### config.mk
export PLATFORM = sky130hd
export DESIGN_NAME = interconnect_rx
export DESIGN_NICKNAME = d
export VERILOG_FILES = /design/src/rtl/interconnect_rx.sv
export SDC_FILE = /design/constraint.sdc
export NUM_CORES = 1
export LEC_CHECK = 0
export CORE_UTILIZATION = 55
export CTS_BUF_LIST = sky130_fd_sc_hd__clkbuf_16
export DETAILED_ROUTE_END_ITERATION = 6
export PLACE_DENSITY_LB_ADDON = 0.1
export SETUP_SLACK_MARGIN = 0.5
export SLEW_MARGIN = 20
export SYNTH_ARGS = -nofsm -noshare
export SYNTH_HDL_FRONTEND = slang
export SYNTH_SLANG_ARGS = --single-unit
### constraint.sdc
create_clock -name clk_i -period 2.6 [get_ports clk_i]
set_input_delay 0.52 -clock clk_i [delete_from_list [all_inputs] [get_ports clk_i]]
set_output_delay 0.52 -clock clk_i [all_outputs]
set_load 0.02 [all_outputs]
### src/rtl/interconnect_rx.sv
// rtl/interconnect_rx.sv - board-to-board button interconnect receiver
// Synchronises the bus, qualifies the link, debounces five buttons and queues edge events.
module interconnect_rx #(
    parameter int DEBOUNCE_CYCLES = 48000,
    parameter int LINK_CYCLES     = 96000,
    parameter int FIFO_DEPTH      = 4
) (
    input  logic       clk_i,
    input  logic       rst_ni,
    input  logic [7:0] interconnect_i,
    output logic       link_ok_o,
    output logic [4:0] btn_state_o,
    output logic       ev_valid_o,
    input  logic       ev_ready_i,
    output logic [9:0] ev_data_o,
    output logic       ev_overflow_o,
    input  logic       ovf_clr_i
);

    localparam int DW = $clog2(DEBOUNCE_CYCLES);
    localparam int LW = $clog2(LINK_CYCLES + 1);
    localparam int AW = $clog2(FIFO_DEPTH);

    logic [7:0]    sync1_q, sync_q;
    logic [1:0]    fill_q, fill_d;
    logic [LW-1:0] link_cnt_q, link_cnt_d;
    logic [4:0]    btn_q, btn_d, prev_q, prev_d, raw;
    logic [DW-1:0] db_cnt_q [5];
    logic [DW-1:0] db_cnt_d [5];
    logic [AW:0]   wr_q, wr_d, rd_q, rd_d;
    logic [9:0]    mem_q [FIFO_DEPTH];
    logic          ovf_q, ovf_d;
    logic          link_ok, empty, full, pop, push_req, push_ok, drop;

    // The reset value of the synchroniser is not an observation of the bus,
    // so the link counter waits until both stages hold sampled data.
    always_comb begin
        fill_d     = {fill_q[0], 1'b1};
        link_cnt_d = link_cnt_q;
        if (sync_q[7:5] != 3'b111 || fill_q != 2'b11)
            link_cnt_d = '0;
        else if (link_cnt_q != LW'(LINK_CYCLES))
            link_cnt_d = link_cnt_q + 1'b1;
    end

    assign link_ok = (link_cnt_q == LW'(LINK_CYCLES));
    assign raw     = ~sync_q[4:0];

    always_comb begin
        btn_d  = btn_q;
        prev_d = link_ok ? btn_q : 5'b0;
        for (int i = 0; i < 5; i++) begin
            db_cnt_d[i] = db_cnt_q[i];
            if (!link_ok) begin
                db_cnt_d[i] = '0;
                btn_d[i]    = 1'b0;
            end else if (raw[i] == btn_q[i]) begin
                db_cnt_d[i] = '0;
            end else if (db_cnt_q[i] == DW'(DEBOUNCE_CYCLES - 1)) begin
                btn_d[i]    = raw[i];
                db_cnt_d[i] = '0;
            end else begin
                db_cnt_d[i] = db_cnt_q[i] + 1'b1;
            end
        end
    end

    assign empty    = (wr_q == rd_q);
    assign full     = (wr_q[AW] != rd_q[AW]) && (wr_q[AW-1:0] == rd_q[AW-1:0]);
    assign pop      = !empty && ev_ready_i;
    assign push_req = link_ok && (btn_q != prev_q);
    assign push_ok  = push_req && (!full || pop);
    assign drop     = push_req && full && !pop;

    always_comb begin
        wr_d  = link_ok ? wr_q + (AW + 1)'(push_ok) : '0;
        rd_d  = link_ok ? rd_q + (AW + 1)'(pop) : '0;
        ovf_d = drop ? 1'b1 : (ovf_clr_i ? 1'b0 : ovf_q);
    end

    always_ff @(posedge clk_i or negedge rst_ni) begin
        if (!rst_ni) begin
            sync1_q    <= 8'hFF;
            sync_q     <= 8'hFF;
            fill_q     <= '0;
            link_cnt_q <= '0;
            btn_q      <= '0;
            prev_q     <= '0;
            wr_q       <= '0;
            rd_q       <= '0;
            ovf_q      <= 1'b0;
            for (int i = 0; i < 5; i++) db_cnt_q[i] <= '0;
        end else begin
            sync1_q    <= interconnect_i;
            sync_q     <= sync1_q;
            fill_q     <= fill_d;
            link_cnt_q <= link_cnt_d;
            btn_q      <= btn_d;
            prev_q     <= prev_d;
            wr_q       <= wr_d;
            rd_q       <= rd_d;
            ovf_q      <= ovf_d;
            for (int i = 0; i < 5; i++) db_cnt_q[i] <= db_cnt_d[i];
        end
    end

    always_ff @(posedge clk_i) begin
        if (push_ok)
            mem_q[wr_q[AW-1:0]] <= {btn_q & ~prev_q, prev_q & ~btn_q};
    end

    assign link_ok_o     = link_ok;
    assign btn_state_o   = btn_q;
    assign ev_valid_o    = !empty;
    assign ev_data_o     = empty ? 10'b0 : mem_q[rd_q[AW-1:0]];
    assign ev_overflow_o = ovf_q;

endmodule
Word level (Yosys, flattened, before mapping) --
Memory sizes are Yosys's and may differ from the RTL's. Cells that the tools add are included.
Word-level totals: flip-flop bits (word level) 132, memory bits (writable) 40, input port bits 12, output and inout port bits 18, logic and storage cells 118, memories kept 1
Memory list:
- mem_q | depth 4, width 10, read ports 1, clocked after Yosys merged registers in 0, write ports 1, line 31 | logic [9:0] mem_q [FIFO_DEPTH];
Cells by class: add/subtract/negate cells 8, equal/unequal tests 28, muxes and demuxes 40, bitwise logic cells 5, reduce and logical (&&, ||, !) cells 18
Operator list (count):
- 16-bit two-way mux | 15
- 16-bit by 1-bit adder with 16-bit output (second input constant) | 5
- 16-bit == test (second input constant) | 5
- 17-bit two-way mux | 2
- 1-bit two-way mux | 19
- 17-bit by 1-bit adder with 17-bit output (second input constant) | 1
- 17-bit == test (second input constant) | 1
- 17-bit != test (second input constant) | 1
- 5-bit NOT | 3
- 2-bit != test (second input constant) | 6
- 5-bit AND | 2
- 10-bit two-way mux | 1
- 2-bit by 1-bit != test with 1-bit output (second input constant) | 5
- 2-bit AND reduction | 5
- 3-bit by 1-bit adder with 3-bit output | 2
- 1-bit logical AND | 6
- 3-bit two-way mux | 2
- 1-bit == test | 5
- 5-bit two-way mux | 1
- 5-bit != test | 1
- 2-bit nonzero test | 2
- 3-bit == test | 1
- 1-bit logical NOT | 3
- 3-bit != test (second input constant) | 1
- 3 further kinds | 4

Depth between registers and ports, before layout --
Gate-level depths: netlist of run 1.
depth after elaboration 7, gate-level depth with buffers 10, gate-level depth less buffers 10

Worst setup path after synthesis of run 1 --
OpenSTA, ideal clock, no wires.
path type reg2reg, from register link_cnt_q[2], to memory mem_q[2][0] (enable), setup time 0.392 ns, arrival 2.233 ns, data required time 2.208 ns, setup slack -0.025 ns, cell stages (with the launch flop) 6, buffers on the path 1, clock period less this slack 2.625 ns, path through dfrtp_1 nor4b_2 and4_1 buf_2 nand4b_1 nor3b_1
On the way: longest elaborated chain between the ends 5
Ends and longest elaborated chain:
- start, declared | line 26 | logic [LW-1:0] link_cnt_q, link_cnt_d;
- start signal, assigned | line 97 | link_cnt_q <= link_cnt_d;
- 17-bit == test | line 46 | assign link_ok = (link_cnt_q == LW'(LINK_CYCLES));
- 1-bit logical AND | line 71 | assign push_req = link_ok && (btn_q != prev_q);
- 1-bit logical AND | line 72 | assign push_ok = push_req && (!full || pop);
- 1-bit two-way mux | line 108 | if (push_ok)
- 1-bit two-way mux (not written as such) | line 109 | mem_q[wr_q[AW-1:0]] <= {btn_q & ~prev_q, prev_q & ~btn_q};
- end, declared | line 31
No other way between the ends.

Worst setup path after layout of run 1 --
from register link_cnt_q[3], to output link_ok_o
On the way: longest elaborated chain between the ends 1
Ends and longest elaborated chain:
- 17-bit == test | line 46
- end, declared | line 11 | output logic link_ok_o,
No other way between the ends.

==> results of run 1 <==
-- layer usage --
layer	vias to the layer above	GRT usage	wire (microns)	part of all wire
met5	-	0	0	0
met4	0	0.07317	174	0.011
met3	15	0.05344	651	0.042
met2	106	0.3504	7373	0.48
met1	2644	0.3245	7234	0.47
li1	2602	-	-	-
-- Yosys cell counts (2+ instances only) --
library cell and number:
dfrtp_1 116, nor3_1 66, xnor2_1 54, nand3_1 43
edfxtp_1 40, nor2_1 40, nand2_1 30, xor2_1 30
nand4_1 29, inv_1 27, nor4_1 22, ha_1 21
dfstp_2 16, and3_1 13, clkbuf_1 11, nor2b_1 11
o21ai_0 11, mux4_2 10, or3_1 9, a21oi_1 8
buf_2 8, nor2_4 8, nor3b_1 7, and4_1 6
a211oi_1 5, and2_1 4, or4_1 3, a211o_1 2
mux2_2 2, nand4_2 2, nand4b_1 2, nor2_2 2
nor4_4 2, nor4b_1 2, o31ai_1 2
-- cell type report --
class | count | share of cell area
timing repair buffer | 71 | 0.07019
inverter | 27 | 0.01067
sequential | 172 | 0.4770
clock buffer | 17 | 0.04477
multi-input combinational | 460 | 0.3574
tap | 180 | 0.02370
clock inverter | 15 | 0.01633
-- final timing paths --
| kind | start | end | slack (ns) |
|---|---|---|---|
| worst min register to register | sync1_q[4] | sync_q[4] | 0.36 |
| min in group clk_i | sync1_q[4] | sync_q[4] | 0.36 |
| worst max register to register | link_cnt_q[11] | mem_q[2][2] | 0.47 |
| max in group asynchronous | rst_ni | sync_q[6] | 1.69 |
| worst max-delay path | link_cnt_q[3] | link_ok_o | 0.22 |
| worst min-delay path | rst_ni | db_cnt_q[75] | 0.07 |
-- registers in the layout (all words and copies together), names as in the netlist --
| signal | count |
|---|---|
| sync_q | 8 |
| wr_q | 3 |
| sync1_q | 8 |
| ev_overflow_o | 1 |
| rd_q | 3 |
| btn_state_o | 5 |
| mem_q | 40 |
| prev_q | 5 |
| fill_q | 2 |
| link_cnt_q | 17 |
| db_cnt_q | 80 |
-- through the flow --
step | power, mW | hold WS (ns) | std cells | area, sq um
after floorplan | 2.839 | 0.2244 | 679 | 8018
after global placement | 2.906 | 0.3457 | 889 | 8606
after detailed placement | 2.908 | 0.3475 | 889 | 8606
after CTS | 5.431 | 0.08588 | 931 | 9325
after global routing | 5.550 | 0.09885 | 942 | 9502
final | 5.367 | 0.07181 | 942 | 9502
-- critical path: stages (launching register included) --
cell and delay (ns):
dfrtp_1 0.45, nor2_1 0.22, and4_1 0.31, nand2_1 0.09
inv_1 0.10, clkdlybuf4s15_2 0.26
-- report_power, final --
group	switching (mW)	internal (mW)	total (mW)	leakage, nW
sequential	0.00698	2.78	2.78	2.24
clock	1.02	1.49	2.51	0.294
combinational	0.0492	0.0226	0.0718	1.08
total	1.08	4.29	5.37	3.61
-- cells by family after synthesis --
| group | Yosys count | share of synthesized area |
|---|---|---|
| buf+inv | 47 | 0.02543 |
| flops | 172 | 0.5676 |
| simple gates | 312 | 0.2268 |
| other cells | 1 | 0.0004704 |
| compound gates | 29 | 0.02213 |
| fa+ha+maj | 21 | 0.03296 |
| xor+xnor | 84 | 0.09229 |
| mux | 13 | 0.03233 |
-- repair_timing --
action | CTS | global route
gates resized for setup | 70 | 22
endpoints found under the setup margin | 72 | 120
pin swaps | 3 | 4
setup buffers | 8 | 10
gates cloned | 2 | 1
==> flow_summary.json, run 1 <==
{
  "cts_tree": "yes",
  "drc_errors": 0,
  "netlist_area_sq_um": 7971,
  "hpwl_mm": 9.871,
  "tns_ns": 0,
  "dr.pass1.iters": 5,
  "crit_type": "flip-flop to output pin",
  "synth_top_area_frac": 0.3642,
  "syn_inst": 679,
  "fin_crit_sh": 0.9138,
  "path_max_fanout": 6,
  "clkLatencyLatePin_ns": 0.43,
  "final_common_cell": "dfrtp_1",
  "place.gp.congestion": 0.8382,
  "routed_wl_mm": 15.43,
  "slew_violations": 0,
  "async_flop_share": 0.7674,
  "cap_violations": 0,
  "cp.required_ns": 2.08,
  "hold_viol_final": 0,
  "io_buffers": 29,
  "outcome": "finished, final reports clean",
  "cts_made_buffers": 17,
  "clkTransAtPathRegs_ns": 0.06,
  "syn-num-nets": 712,
  "r2r_cells": 7,
  "grt_overflow": 0,
  "yosysTopAreaCell": "dfrtp_1",
  "start_kind": "flip-flop",
  "h-tree-depth": 4,
  "rows": 43,
  "drive_above_1_share": 0.1969,
  "setup-violations-final": 0,
  "synth_top_flop_cell": "dfrtp_1",
  "max-vdd-ir-drop_mv": 0.7167,
  "clock-sinks": 172,
  "final_util": 0.6792,
  "postCtsHoldBufs": 0,
  "fillCellCount": 1021,
  "clock.fmax_mhz": 420.9,
  "cp-end-kind": "output pin",
  "tightestPinTransition_ns": 0.6926,
  "maxSlewHeadroom": 0.5370,
  "initial_utilization": 0.5699,
  "preCtsSetupSlack_ns": 0.2293,
  "grt_max_degree": 50,
  "synth_edf_count": 40,
  "grt_pass1_vias": 5289,
  "io_pins": 30,
  "diodes": 0,
  "synth.avg_cell_area_sq_um": 11.74,
  "via_per_inst": 5.697,
  "drt_iter0_markers": 485,
  "arrival_ns": 1.86,
  "power.density_nw_per_um2": 564.9,
  "route.vias.total": 5367,
  "seqCellArea_sq_um": 4532,
  "dieArea_sq_um": 14980,
  "nets": 782,
  "grt_util_all_layers": 0.2291,
  "synthTopCellsByArea": "dfrtp_1 36%, edfxtp_1 15%, xnor2_1 5.9%",
  "area_growth_pct": 19.20,
  "dieHeight_microns": 122.4,
  "period_needed_ns": 2.376,
  "leakagePower_nw": 3.613,
  "wl_per_cell_microns": 16.38,
  "clock_skew_ns": 0.005767,
  "worst_slack_ns": 0.2242,
  "multi_input_area_sq_um": 3396,
  "ant_nets": 0,
  "ys_ff_latch": 172,
  "cts.path.max_buffers": 2,
  "yosysUniqueCellTypes": 50,
  "rsz0062_at_grt": "yes",
  "mostFrequentLayoutCells": "110 x dfrtp_1, 65 x nor3_1, 54 x xnor2_1",
  "die_w_microns": 122.4,
  "hold_class": "primary input to asynchronous set/reset pin",
  "core_sq_um": 13990,
  "antenna_found_initial": 0,
  "grt_pass1_wl_mm": 26.10,
  "synth_seq_area_share": 0.5676,
  "yosysWarnings": 0,
  "root_buffer": "clkbuf_16"
}
(Power assumes the default switching activity.)
==> inputs of run 2 (changes only) <==
--- a/config.mk
+++ b/config.mk
@@ -5,6 +5,7 @@
 export SDC_FILE = /design/constraint.sdc
 export NUM_CORES = 1
 export LEC_CHECK = 0
+export CAP_MARGIN = 40
 export CORE_UTILIZATION = 55
 export CTS_BUF_LIST = sky130_fd_sc_hd__clkbuf_16
 export DETAILED_ROUTE_END_ITERATION = 6
==> results of run 2 <==
No change in the layout: final DEF, timing and power equal those of run 1.
==> inputs of run 3 (changes only) <==
--- a/config.mk
+++ b/config.mk
@@ -6,7 +6,7 @@
 export NUM_CORES = 1
 export LEC_CHECK = 0
 export CAP_MARGIN = 40
-export CORE_UTILIZATION = 55
+export CORE_UTILIZATION = 40
 export CTS_BUF_LIST = sky130_fd_sc_hd__clkbuf_16
 export DETAILED_ROUTE_END_ITERATION = 6
 export PLACE_DENSITY_LB_ADDON = 0.1
==> flow_summary.json, run 3 (same netlist as run 1, synthesis figures left out) <==
{
  "clock-sinks": 172,
  "rsz0062_at_grt": "yes",
  "final_area_sq_um": 9733,
  "r2r-start": "link_cnt_q[6]",
  "dr.pass1.iters": 4,
  "cp-end-kind": "output pin",
  "seqCellArea_sq_um": 4531,
  "leakagePower_nw": 3.661,
  "cts_tree": "yes",
  "hold_viol_final": 0,
  "grt_util_all_layers": 0.1714,
  "slew_violations": 0,
  "root_buffer": "clkbuf_16",
  "multi_input_area_sq_um": 3456,
  "cap_violations": 0,
  "top_register": "db_cnt_q",
  "io_pins": 30,
  "place.gp.congestion": 0.8220,
  "start_kind": "flip-flop",
  "worstSetupStartpoint": "rd_q[0]",
  "initial_utilization": 0.4082,
  "dieArea_sq_um": 20500,
  "met1Wirelength_mm": 7.874,
  "tns_ns": 0,
  "fin_crit_sh": 0.9077,
  "clock.fmax_mhz": 423.7,
  "ant_nets": 0,
  "core_sq_um": 19530,
  "power.density_nw_per_um2": 543.7,
  "grt_pass1_vias": 5403,
  "place_area_sq_um": 8738,
  "tightestPinTransition_ns": 0.6368,
  "clkTransAtPathRegs_ns": 0.06,
  "path_max_fanout": 6,
  "route.vias.total": 5360,
  "period_needed_ns": 2.360,
  "antenna_found_initial": 0,
  "routed_wl_mm": 15.95,
  "final_common_cell": "dfrtp_1",
  "dieHeight_microns": 143.2,
  "drc_errors": 0,
  "maxSlewHeadroom": 0.5716,
  "grt_overflow": 0,
  "setup-violations-final": 0,
  "mostFrequentLayoutCells": "111 x dfrtp_1, 65 x nor3_1, 53 x xnor2_1",
  "rows": 51,
  "hpwl_mm": 10.59,
  "io_buffers": 29,
  "area_growth_pct": 22.10,
  "clock_skew_ns": 0.007488,
  "max-vdd-ir-drop_mv": 0.4145,
  "cp.required_ns": 2.08,
  "wl_met3_microns": 459,
  "crit_type": "flip-flop to output pin",
  "grt_pass1_wl_mm": 27.14,
  "arrival_ns": 1.84,
  "hold_class": "primary input to asynchronous set/reset pin",
  "diodes": 0,
  "nets": 785,
  "largest_reg_flops": 80,
  "outcome": "finished, final reports clean",
  "cts_made_buffers": 17,
  "highest_layer": "met4",
  "die_w_microns": 143.2,
  "fillCellCount": 1765,
  "wl_met2_mm": 7.496,
  "wl_per_cell_microns": 15.48,
  "drive_above_1_share": 0.2118,
  "drt_iter0_markers": 236,
  "h-tree-depth": 4,
  "via_per_inst": 5.204,
  "clkLatencyLatePin_ns": 0.42,
  "cts.path.max_buffers": 2,
  "grt_max_degree": 56
}
[run 3: changes by cell type in the layout (fill, tap and decap cells not counted), sizes merged]
cell | before | now
clkdlybuf4s50 | 16 | 15
inv | 31 | 34
dlymetal6s2s | 0 | 1
bufinv | 3 | 2
clkinv | 8 | 4
clkinvlp | 0 | 2
clkdlybuf4s15 | 1 | 0
buf | 54 | 58
[run 3: final timing paths]
kind | endpoint | slack [ns] | depth (start not counted)
hold / removal | db_cnt_q[60] | 0.05 | 1
setup reg to reg | mem_q[1][6] | 0.42 | 8
max in group asynchronous | sync_q[6] | 1.87 | 2
hold reg to reg | sync_q[5] | 0.36 | 0
setup / recovery | ev_data_o[7] | 0.24 | 5
min in group clk_i | sync_q[5] | 0.36 | 0
[run 3: per-layer routing]
metal / track usage / vias to the layer above
li1: - / 2602
met1: 0.2390 / 2678
met2: 0.2685 / 73
met3: 0.04225 / 7
met4: 0.03905 / 0
met5: 0 / -
[run 3: report_power, final]
group | switching [mW] | internal, mW | leakage, nW | total (mW)
combinational | 0.0490 | 0.0257 | 1.14 | 0.0746
sequential | 0.00660 | 2.78 | 2.24 | 2.78
clock | 1.03 | 1.40 | 0.284 | 2.43
[run 3: final cells by class]
type | instances | area share
Sequential cell | 172 | 0.4655
Multi-Input combinational cell | 460 | 0.3551
Timing Repair Buffer | 74 | 0.07752
Clock buffer | 17 | 0.04371
Tap cell | 265 | 0.03407
Clock inverter | 15 | 0.01375
Inverter | 27 | 0.01041
[run 3: repair_timing]
item,in CTS,in global routing
pin swaps,14,15
cloned,4,0
setup endpoints to repair,91,137
hold endpoints to repair,0,0
hold buffers,0,0
resized for setup,86,35
buffers inserted,14,3
[run 3: critical path, cell delays in order, from the launching register on]
cell and delay [ns]:
dfrtp_2 0.40, buf_6 0.11, buf_12 0.12, mux4_2 0.51, nor2b_4 0.14, buf_4 0.15
[run 3: stage by stage]
stage | std cells | utilization | power, mW | hold slack (ns) | setup WS, ns
final | 1030 | 0.4985 | 5.291 | 0.05002 | 0.2399
after global routing | 1030 | 0.4985 | 5.488 | 0.07772 | 0.1693
after CTS | 1027 | 0.4891 | 5.364 | 0.06113 | 0.2048
after detailed placement | 977 | 0.4475 | 2.912 | 0.3476 | 0.2140
after global placement | 977 | 0.4475 | 2.910 | 0.3453 | 0.2259
after floorplan | 679 | - | 2.839 | 0.2244 | 0.3402
